[config.mk]
export PLATFORM = sky130hd
export DESIGN_NAME = alu_ex_stage
export DESIGN_NICKNAME = d
export VERILOG_FILES = /design/src/rtl/alu_ex_stage.sv
export SDC_FILE = /design/constraint.sdc
export NUM_CORES = 1
export LEC_CHECK = 0
export CORE_MARGIN = 3
export CORE_UTILIZATION = 52
export CTS_BUF_LIST = sky130_fd_sc_hd__clkbuf_4 sky130_fd_sc_hd__clkbuf_8 sky130_fd_sc_hd__clkbuf_16
export CTS_CLUSTER_DIAMETER = 200
export DETAILED_ROUTE_END_ITERATION = 7
export PLACE_DENSITY = 0.79
export SLEW_MARGIN = 20
export SYNTH_ARGS = -nofsm -noshare
export SYNTH_HDL_FRONTEND = slang
export SYNTH_SLANG_ARGS = --single-unit
[constraint.sdc]
create_clock -name clk -period 3.4 [get_ports clk]
set_input_delay 0.68 -clock clk [delete_from_list [all_inputs] [get_ports clk]]
set_output_delay 0.68 -clock clk [all_outputs]
set_load 0.01 [all_outputs]
[src/rtl/alu_ex_stage.sv]
// Execute stage: combinational ALU feeding a 2-entry in-order result buffer.
// Decode and writeback each handshake with valid/ready. in_ready never depends on out_ready.
module alu_ex_stage #(
  parameter int WIDTH = 32,
  parameter int TAGW  = 5
) (
  input  logic             clk,
  input  logic             rst_n,
  input  logic             flush,
  input  logic             in_valid,
  output logic             in_ready,
  input  logic [WIDTH-1:0] in_a,
  input  logic [WIDTH-1:0] in_b,
  input  logic [2:0]       in_alucont,
  input  logic [TAGW-1:0]  in_tag,
  output logic             out_valid,
  input  logic             out_ready,
  output logic [WIDTH-1:0] out_result,
  output logic             out_zero,
  output logic [TAGW-1:0]  out_tag
);

  logic [WIDTH-1:0] w_alu_y;
  logic             w_push;
  logic             w_pop;

  logic [WIDTH-1:0] r_res  [2];
  logic             r_zero [2];
  logic [TAGW-1:0]  r_tag  [2];
  logic             r_wr_ptr;
  logic             r_rd_ptr;
  logic [1:0]       r_count;

  alu #(.WIDTH(WIDTH)) u_alu (
    .i_a       (in_a),
    .i_b       (in_b),
    .i_alucont (in_alucont),
    .o_y       (w_alu_y)
  );

  assign in_ready   = rst_n & ~flush & (r_count < 2'd2);
  assign out_valid  = (r_count != 2'd0);
  assign w_push     = in_valid & in_ready;
  assign w_pop      = out_valid & out_ready;

  assign out_result = r_res[r_rd_ptr];
  assign out_zero   = r_zero[r_rd_ptr];
  assign out_tag    = r_tag[r_rd_ptr];

  // Buffer state; flush only rewinds pointers and count, entry data survives it.
  always_ff @(posedge clk) begin
    if (!rst_n) begin
      r_wr_ptr <= 1'b0;
      r_rd_ptr <= 1'b0;
      r_count  <= 2'd0;
      for (int i = 0; i < 2; i++) begin
        r_res[i]  <= '0;
        r_zero[i] <= 1'b0;
        r_tag[i]  <= '0;
      end
    end else if (flush) begin
      r_wr_ptr <= 1'b0;
      r_rd_ptr <= 1'b0;
      r_count  <= 2'd0;
    end else begin
      if (w_push) begin
        r_res[r_wr_ptr]  <= w_alu_y;
        r_zero[r_wr_ptr] <= (w_alu_y == '0);
        r_tag[r_wr_ptr]  <= in_tag;
        r_wr_ptr         <= ~r_wr_ptr;
      end
      if (w_pop) begin
        r_rd_ptr <= ~r_rd_ptr;
      end
      case ({w_push, w_pop})
        2'b10:   r_count <= r_count + 2'd1;
        2'b01:   r_count <= r_count - 2'd1;
        default: r_count <= r_count;
      endcase
    end
  end

endmodule

// Combinational ALU; +/- wrap, SLT is unsigned, unmapped codes yield 0.
module alu #(
  parameter int WIDTH = 32
) (
  input  logic [WIDTH-1:0] i_a,
  input  logic [WIDTH-1:0] i_b,
  input  logic [2:0]       i_alucont,
  output logic [WIDTH-1:0] o_y
);

  localparam logic [2:0] OP_AND  = 3'b000;
  localparam logic [2:0] OP_OR   = 3'b001;
  localparam logic [2:0] OP_PLS  = 3'b010;
  localparam logic [2:0] OP_ANDN = 3'b100;
  localparam logic [2:0] OP_ORN  = 3'b101;
  localparam logic [2:0] OP_MNS  = 3'b110;
  localparam logic [2:0] OP_SLT  = 3'b111;

  always_comb begin
    o_y = '0;
    case (i_alucont)
      OP_AND:  o_y = i_a & i_b;
      OP_OR:   o_y = i_a | i_b;
      OP_PLS:  o_y = i_a + i_b;
      OP_ANDN: o_y = i_a & ~i_b;
      OP_ORN:  o_y = i_a | ~i_b;
      OP_MNS:  o_y = i_a - i_b;
      OP_SLT:  o_y = {{(WIDTH-1){1'b0}}, (i_a < i_b)};
      default: o_y = '0;
    endcase
  end

endmodule

==> flow_summary.yaml, run 1 <==
sta:
  fmax_mhz: 275
  worstMarginPinSlew_ns: 0.633
  relSlewSlack: 0.575
  setup-violations-final: 19
  fin_crit_sh: 1.07
  hold_violations: 0
  min_period_ns: 3.64
  clock_skew_ns: 0.00282
  drv_slew: 0
  grt_setup_unrepaired: "yes"
  setup_slack_ns: -0.239
finish:
  insertedDiodeCount: 0
  layout.nets: 1637
  drive_gt1_frac: 0.436
  layout_common_cells: "buf_4, nor2_1, edfxtp_1"
  design_area_sq_um: 14300
  syn2layout_area_growth_pct: 65.3
  final_common_cell: "buf_4"
floorplan:
  die_x_um: 135
  die_area_sq_um: 18200
  io_pins: 117
  fp.dieH_um: 135
  placeableCoreArea_sq_um: 16100
  fp-row-count: 46
  start_util: 0.537
status:
  run_status: "finished, violations left"
  failed_checks: "negative setup slack"
worst_setup_path:
  endpoint: "r_zero[0]"
  reg2reg_depth: 5
  crit_fanout: 4
  r2r-end: "r_res[0][22]"
  critPathKind: "in2reg"
  start_kind: "primary input"
  startpoint: "in_b[8]"
  cp.required_ns: 3.67
  endpoint_kind: "flip-flop"
  rr_startpoint: "r_count[1]"
  critPathArrivalTime_ns: 3.90
  ff2ff_setup_slack_ns: 1.54
clock_tree:
  cts_root_buf: "clkbuf_16"
  path_clk_slew_ns: 0.06
  clock_latency_ns: 0.34
  cts_hold_buf: 0
  cts_buffers: 9
  clkSinkCount: 81
  h-tree-depth: 3
  cts_tree: "yes"
  clock_path_buffers: 2
detailed_routing:
  drc_errors: 0
  vias: 11428
  routed_wl_um: 39900
  drt-initial-drc-count: 1821
  wire_per_inst_um: 23.3
  first_pass_iters: 6
  vias_per_cell: 6.66
  antenna_left: 0
global_routing:
  grt_pass1_wl_um: 54800
  grt.total_usage: 0.376
  antenna_found_initial: 0
  grt_start_max_net_pins: 38
  overflow: 0
  grt_pass1_vias: 10701
synth:
  postSynthCellCount: 1060
  synth_seq_cells: 81
  ys.flop_type: "edfxtp_1"
  ys_seq_area_frac: 0.273
  synth_edf_count: 74
  ys_warn_count: 0
  syn-num-nets: 1203
  synth.distinct_cells: 89
  async_reset_ff_frac: 0
  post_synth_instance_area_sq_um: 8660
  avgSynthCellArea_sq_um: 8.17
power:
  peakVddDrop_mv: 0.290
  combinationalPowerShare: 0.502
  pwr-share-clk: 0.239
  switching_power_mw: 1.58
  internal-power_mw: 2.83
  p_leak_nw: 6.05
  p_per_area_nw_per_um2: 308
  power_frac_seq: 0.259
  p_sw_frac: 0.358
worst_hold_path:
  hold_class: "reg2reg"
placed_design:
  dp_hpwl_um: 25600
  gp_congestion: 1.05
  place_area_sq_um: 12300
  port_buffers: 116
  preCtsSetupSlack_ns: -1.03
flow_run:
  max_cap_viol_count: 0
==> sequential cells by signal (all words and copies together) (netlist names), named ones only <==
register and count:
r_count 2, r_rd_ptr 1, r_res 64, r_tag 10, r_wr_ptr 1, r_zero 2
==> worst max-delay path: stages <==
cell	delay, ns
dlygate4sd2_1	0.25
inv_2	0.07
ha_4	0.28
nor4_4	0.42
buf_4	0.19
o31ai_1	0.07
buf_4	0.15
a21oi_4	0.14
buf_6	0.12
o32ai_4	0.12
buf_6	0.16
o311ai_4	0.25
o211ai_1	0.16
mux2i_1	0.24
o21a_1	0.16
and4_1	0.18
nand4_1	0.10
o21ai_1	0.17
==> stage by stage <==
stage / cells / util / total power [mW] / hold slack (ns) / setup TNS [ns]
6_report: 1715 / 0.888 / 4.41 / 0.504 / -1.31
5_1_grt: 1715 / 0.888 / 4.54 / 0.525 / -2.68
4_1_cts: 1695 / 0.832 / 4.07 / 0.487 / -0.180
3_5_place_dp: 1656 / 0.765 / 2.85 / 0.476 / -25.66
3_3_place_gp: 1656 / 0.765 / 2.82 / 0.466 / -22.21
2_1_floorplan: 1060 / - / 1.97 / 0.450 / -0.0472
==> layout make-up <==
| class | count | area, sq um |
|---|---|---|
| Timing Repair Buffer | 485 | 4040 |
| Inverter | 63 | 236 |
| Fill cell | 710 | 1800 |
| Clock buffer | 9 | 225 |
| Multi-Input combinational cell | 854 | 7080 |
| Sequential cell | 81 | 2360 |
| Tap cell | 216 | 270 |
| Clock inverter | 7 | 101 |
==> how the worst min path moves through the flow <==
stage | startpoint | end | slack (ns) | cells after the start
global route | r_wr_ptr | r_wr_ptr | 0.52 | 2
global placement | r_zero[1] | r_zero[1] | 0.47 | 2
CTS | r_zero[1] | r_zero[1] | 0.49 | 2
detailed placement | r_zero[1] | r_zero[1] | 0.48 | 2
floorplan | r_zero[1] | r_zero[1] | 0.45 | 2
finish | r_wr_ptr | r_wr_ptr | 0.50 | 2
==> cells by family after synthesis <==
group,count (synthesis),synth area share
compound gates,334,0.260
xor+xnor,34,0.0344
fa+ha+maj,81,0.114
buf+inv,125,0.0597
flops,81,0.273
mux,45,0.0578
simple gates,360,0.201
==> layer usage <==
layer	track usage	routed length, um	up-vias
met5	0	0	-
met4	0.184	3270	0
met3	0.0671	4570	331
met2	0.644	18500	1031
met1	0.458	13600	5242
li1	-	-	4824
==> cells in the mapped netlist, types with 21 or more instances <==
| cell type | number | area, sq um |
|---|---|---|
| and2_1 | 24 | 150 |
| a21oi_1 | 105 | 526 |
| nor2_1 | 133 | 499 |
| edfxtp_1 | 74 | 2220 |
| o22ai_1 | 24 | 150 |
| inv_1 | 55 | 206 |
| mux2_2 | 39 | 439 |
| nand3_1 | 22 | 110 |
| o21ai_0 | 41 | 205 |
| nand2_1 | 69 | 259 |
| clkbuf_1 | 34 | 128 |
| ha_1 | 64 | 801 |
| nor3_1 | 21 | 105 |
==> what timing repair did <==
| action | in CTS | in global routing |
|---|---|---|
| endpoints found under the setup margin | 37 | 32 |
| gates resized for setup | 157 | 197 |
| setup buffers | 23 | 21 |
| pin swaps | 53 | 86 |
==> power by group through the flow <==
stage	Sequential (mW)	Clock [mW]	Combinational, mW
2_1_floorplan	1.16	0	0.810
3_3_place_gp	1.16	0	1.66
3_5_place_dp	1.16	0	1.69
4_1_cts	1.14	1.06	1.87
5_1_grt	1.14	1.10	2.30
6_report	1.14	1.05	2.21
Note: power is estimated with default switching activity, not from simulation.
==> inputs of run 2 (changes only) <==
--- a/config.mk
+++ b/config.mk
@@ -6,11 +6,11 @@
 export NUM_CORES = 1
 export LEC_CHECK = 0
 export CORE_MARGIN = 3
-export CORE_UTILIZATION = 52
+export CORE_UTILIZATION = 45
 export CTS_BUF_LIST = sky130_fd_sc_hd__clkbuf_4 sky130_fd_sc_hd__clkbuf_8 sky130_fd_sc_hd__clkbuf_16
 export CTS_CLUSTER_DIAMETER = 200
 export DETAILED_ROUTE_END_ITERATION = 7
-export PLACE_DENSITY = 0.79
+export PLACE_DENSITY = 0.7
 export SLEW_MARGIN = 20
 export SYNTH_ARGS = -nofsm -noshare
 export SYNTH_HDL_FRONTEND = slang
==> run 2 against run 1 <==
  * The run still ends with negative setup slack left
  * Total power shrank 4.6%
  * Maximum frequency grew 5.9%
  * Clock power shrank 7%
  * Largest power group unchanged
==> flow_summary.yaml, run 2 (synthesis gave the netlist of run 1 again) <==
finish:
  reg_top3: "r_res: 64 flops, r_tag: 10 flops"
  layout.nets: 1633
  largest_register_ff_count: 64
  syn2layout_area_growth_pct: 64.8
  insertedDiodeCount: 0
  drive_gt1_frac: 0.435
  final_common_cell: "buf_4"
  fillers: 1318
  top_register: "r_res"
  final_util: 0.757
  layout_common_cells: "buf_4, nor2_1, edfxtp_1"
  design_area_sq_um: 14300
detailed_routing:
  antenna_left: 0
  drt-initial-drc-count: 884
  vias: 10354
  drc_errors: 0
  routed_wl_um: 34200
  vias_per_cell: 5.90
  wire_per_inst_um: 19.5
  first_pass_iters: 7
worst_setup_path:
  crit_fanout: 3
  cp_common_cell: "o21ai_1"
  endpoint_kind: "flip-flop"
  cp_cell_sequence: "buf_8, buf_4, ha_1, fa_1, nand2b_1, a21oi_2, o211ai_1, a31oi_1, o21ai_1, and4_1, nor4b_4, o21ai_2, nor4_2, nand4_1, o21ai_1"
  slowest_stage: "fa_1"
  startpoint: "in_b[0]"
  cp_slowest_stage_delay_ns: 0.39
  critPathKind: "in2reg"
  start_kind: "primary input"
  critPathArrivalTime_ns: 3.70
  cp.required_ns: 3.67
  rr_startpoint: "r_count[1]"
power:
  p_per_area_nw_per_um2: 295
  p_leak_nw: 5.95
  peakVddDrop_mv: 0.226
  total_power_mw: 4.21
sta:
  hold_violations: 0
  min_period_ns: 3.44
  clock_skew_ns: 0.00596
  fmax_mhz: 291
  setup-violations-final: 2
  drv_slew: 0
  whs_ns: 0.506
  fin_crit_sh: 1.01
  relSlewSlack: 0.615
  setup_slack_ns: -0.0352
  worstMarginPinSlew_ns: 0.570
  grt_setup_unrepaired: "yes"
placed_design:
  dp_hpwl_um: 25400
  gp_congestion: 0.993
  preCtsSetupSlack_ns: -0.959
  place_area_sq_um: 12400
  port_buffers: 116
global_routing:
  overflow: 0
  grt.total_usage: 0.306
  grt_start_max_net_pins: 39
  antenna_found_initial: 0
  grt_pass1_wl_um: 50700
  grt_pass1_vias: 9938
clock_tree:
  cts_root_buf: "clkbuf_16"
  clkSinkCount: 81
  path_clk_slew_ns: 0.06
  cts_tree: "yes"
  cts_buffers: 9
  h-tree-depth: 3
  clock_path_buffers: 2
  clock_latency_ns: 0.34
floorplan:
  start_util: 0.460
  fp.dieH_um: 145
  fp-row-count: 50
  placeableCoreArea_sq_um: 18800
  io_pins: 117
  die_x_um: 145
  die_area_sq_um: 20900
flow_run:
  max_cap_viol_count: 0
worst_hold_path:
  hold_class: "reg2reg"
  hp-start: "r_wr_ptr"
status:
  failed_checks: "negative setup slack"
  run_status: "finished, violations left"
[run 2: path summary, 6_finish.rpt]
path | slack (ns) | endpoint | cells past startpoint
max reg2reg | 1.67 | r_res[0][25] | 5
min | 0.51 | r_wr_ptr | 2
min reg2reg | 0.51 | r_wr_ptr | 2
max | -0.04 | r_zero[1] | 15
[run 2: final cells by class]
| cell class | instances | area (sq um) | share of cell area |
|---|---|---|---|
| tap | 260 | 325 | 0.0228 |
| clock buffer | 9 | 225 | 0.0158 |
| inverter | 63 | 244 | 0.0171 |
| timing repair buffer | 481 | 3930 | 0.276 |
| multi-input combinational | 854 | 7100 | 0.498 |
| clock inverter | 7 | 76.3 | 0.00535 |
| sequential | 81 | 2360 | 0.166 |
[run 2: what timing repair did]
action / CTS / global route
gates resized for setup: 219 / 132
hold buffers: 0 / 0
endpoints found under the setup margin: 38 / 18
pin swaps: 71 / 75
buffers inserted: 12 / 17
[run 2: metrics by stage]
step / cells / setup TNS (ns)
floorplan: 1060 / -0.0472
global placement: 1713 / -22.79
finish: 1755 / -0.0688
global route: 1755 / -0.624
detailed placement: 1713 / -25.85
CTS: 1739 / 0
[run 2: critical path, delay by kind of cell]
| kind | cells | cell delay [ns] |
|---|---|---|
| simple gates | 5 | 1.11 |
| fa+ha+maj | 2 | 0.60 |
| buf+inv | 2 | 0.23 |
| compound gates | 6 | 1.08 |
[run 2: metal layers]
metal  track usage  up-vias  part of all wire
li1              -     4806                 -
met1         0.406     4948              0.41
met2         0.505      508              0.47
met3        0.0437       92             0.078
met4         0.118        0             0.036
met5             0        -                 0
[run 2: power by group]
group / internal, mW / leakage (nW) / switching [mW]
sequential: 1.13 / 0.840 / 0.0104
clock: 0.575 / 0.143 / 0.402
combinational: 1.02 / 4.97 / 1.07
total: 2.72 / 5.95 / 1.48
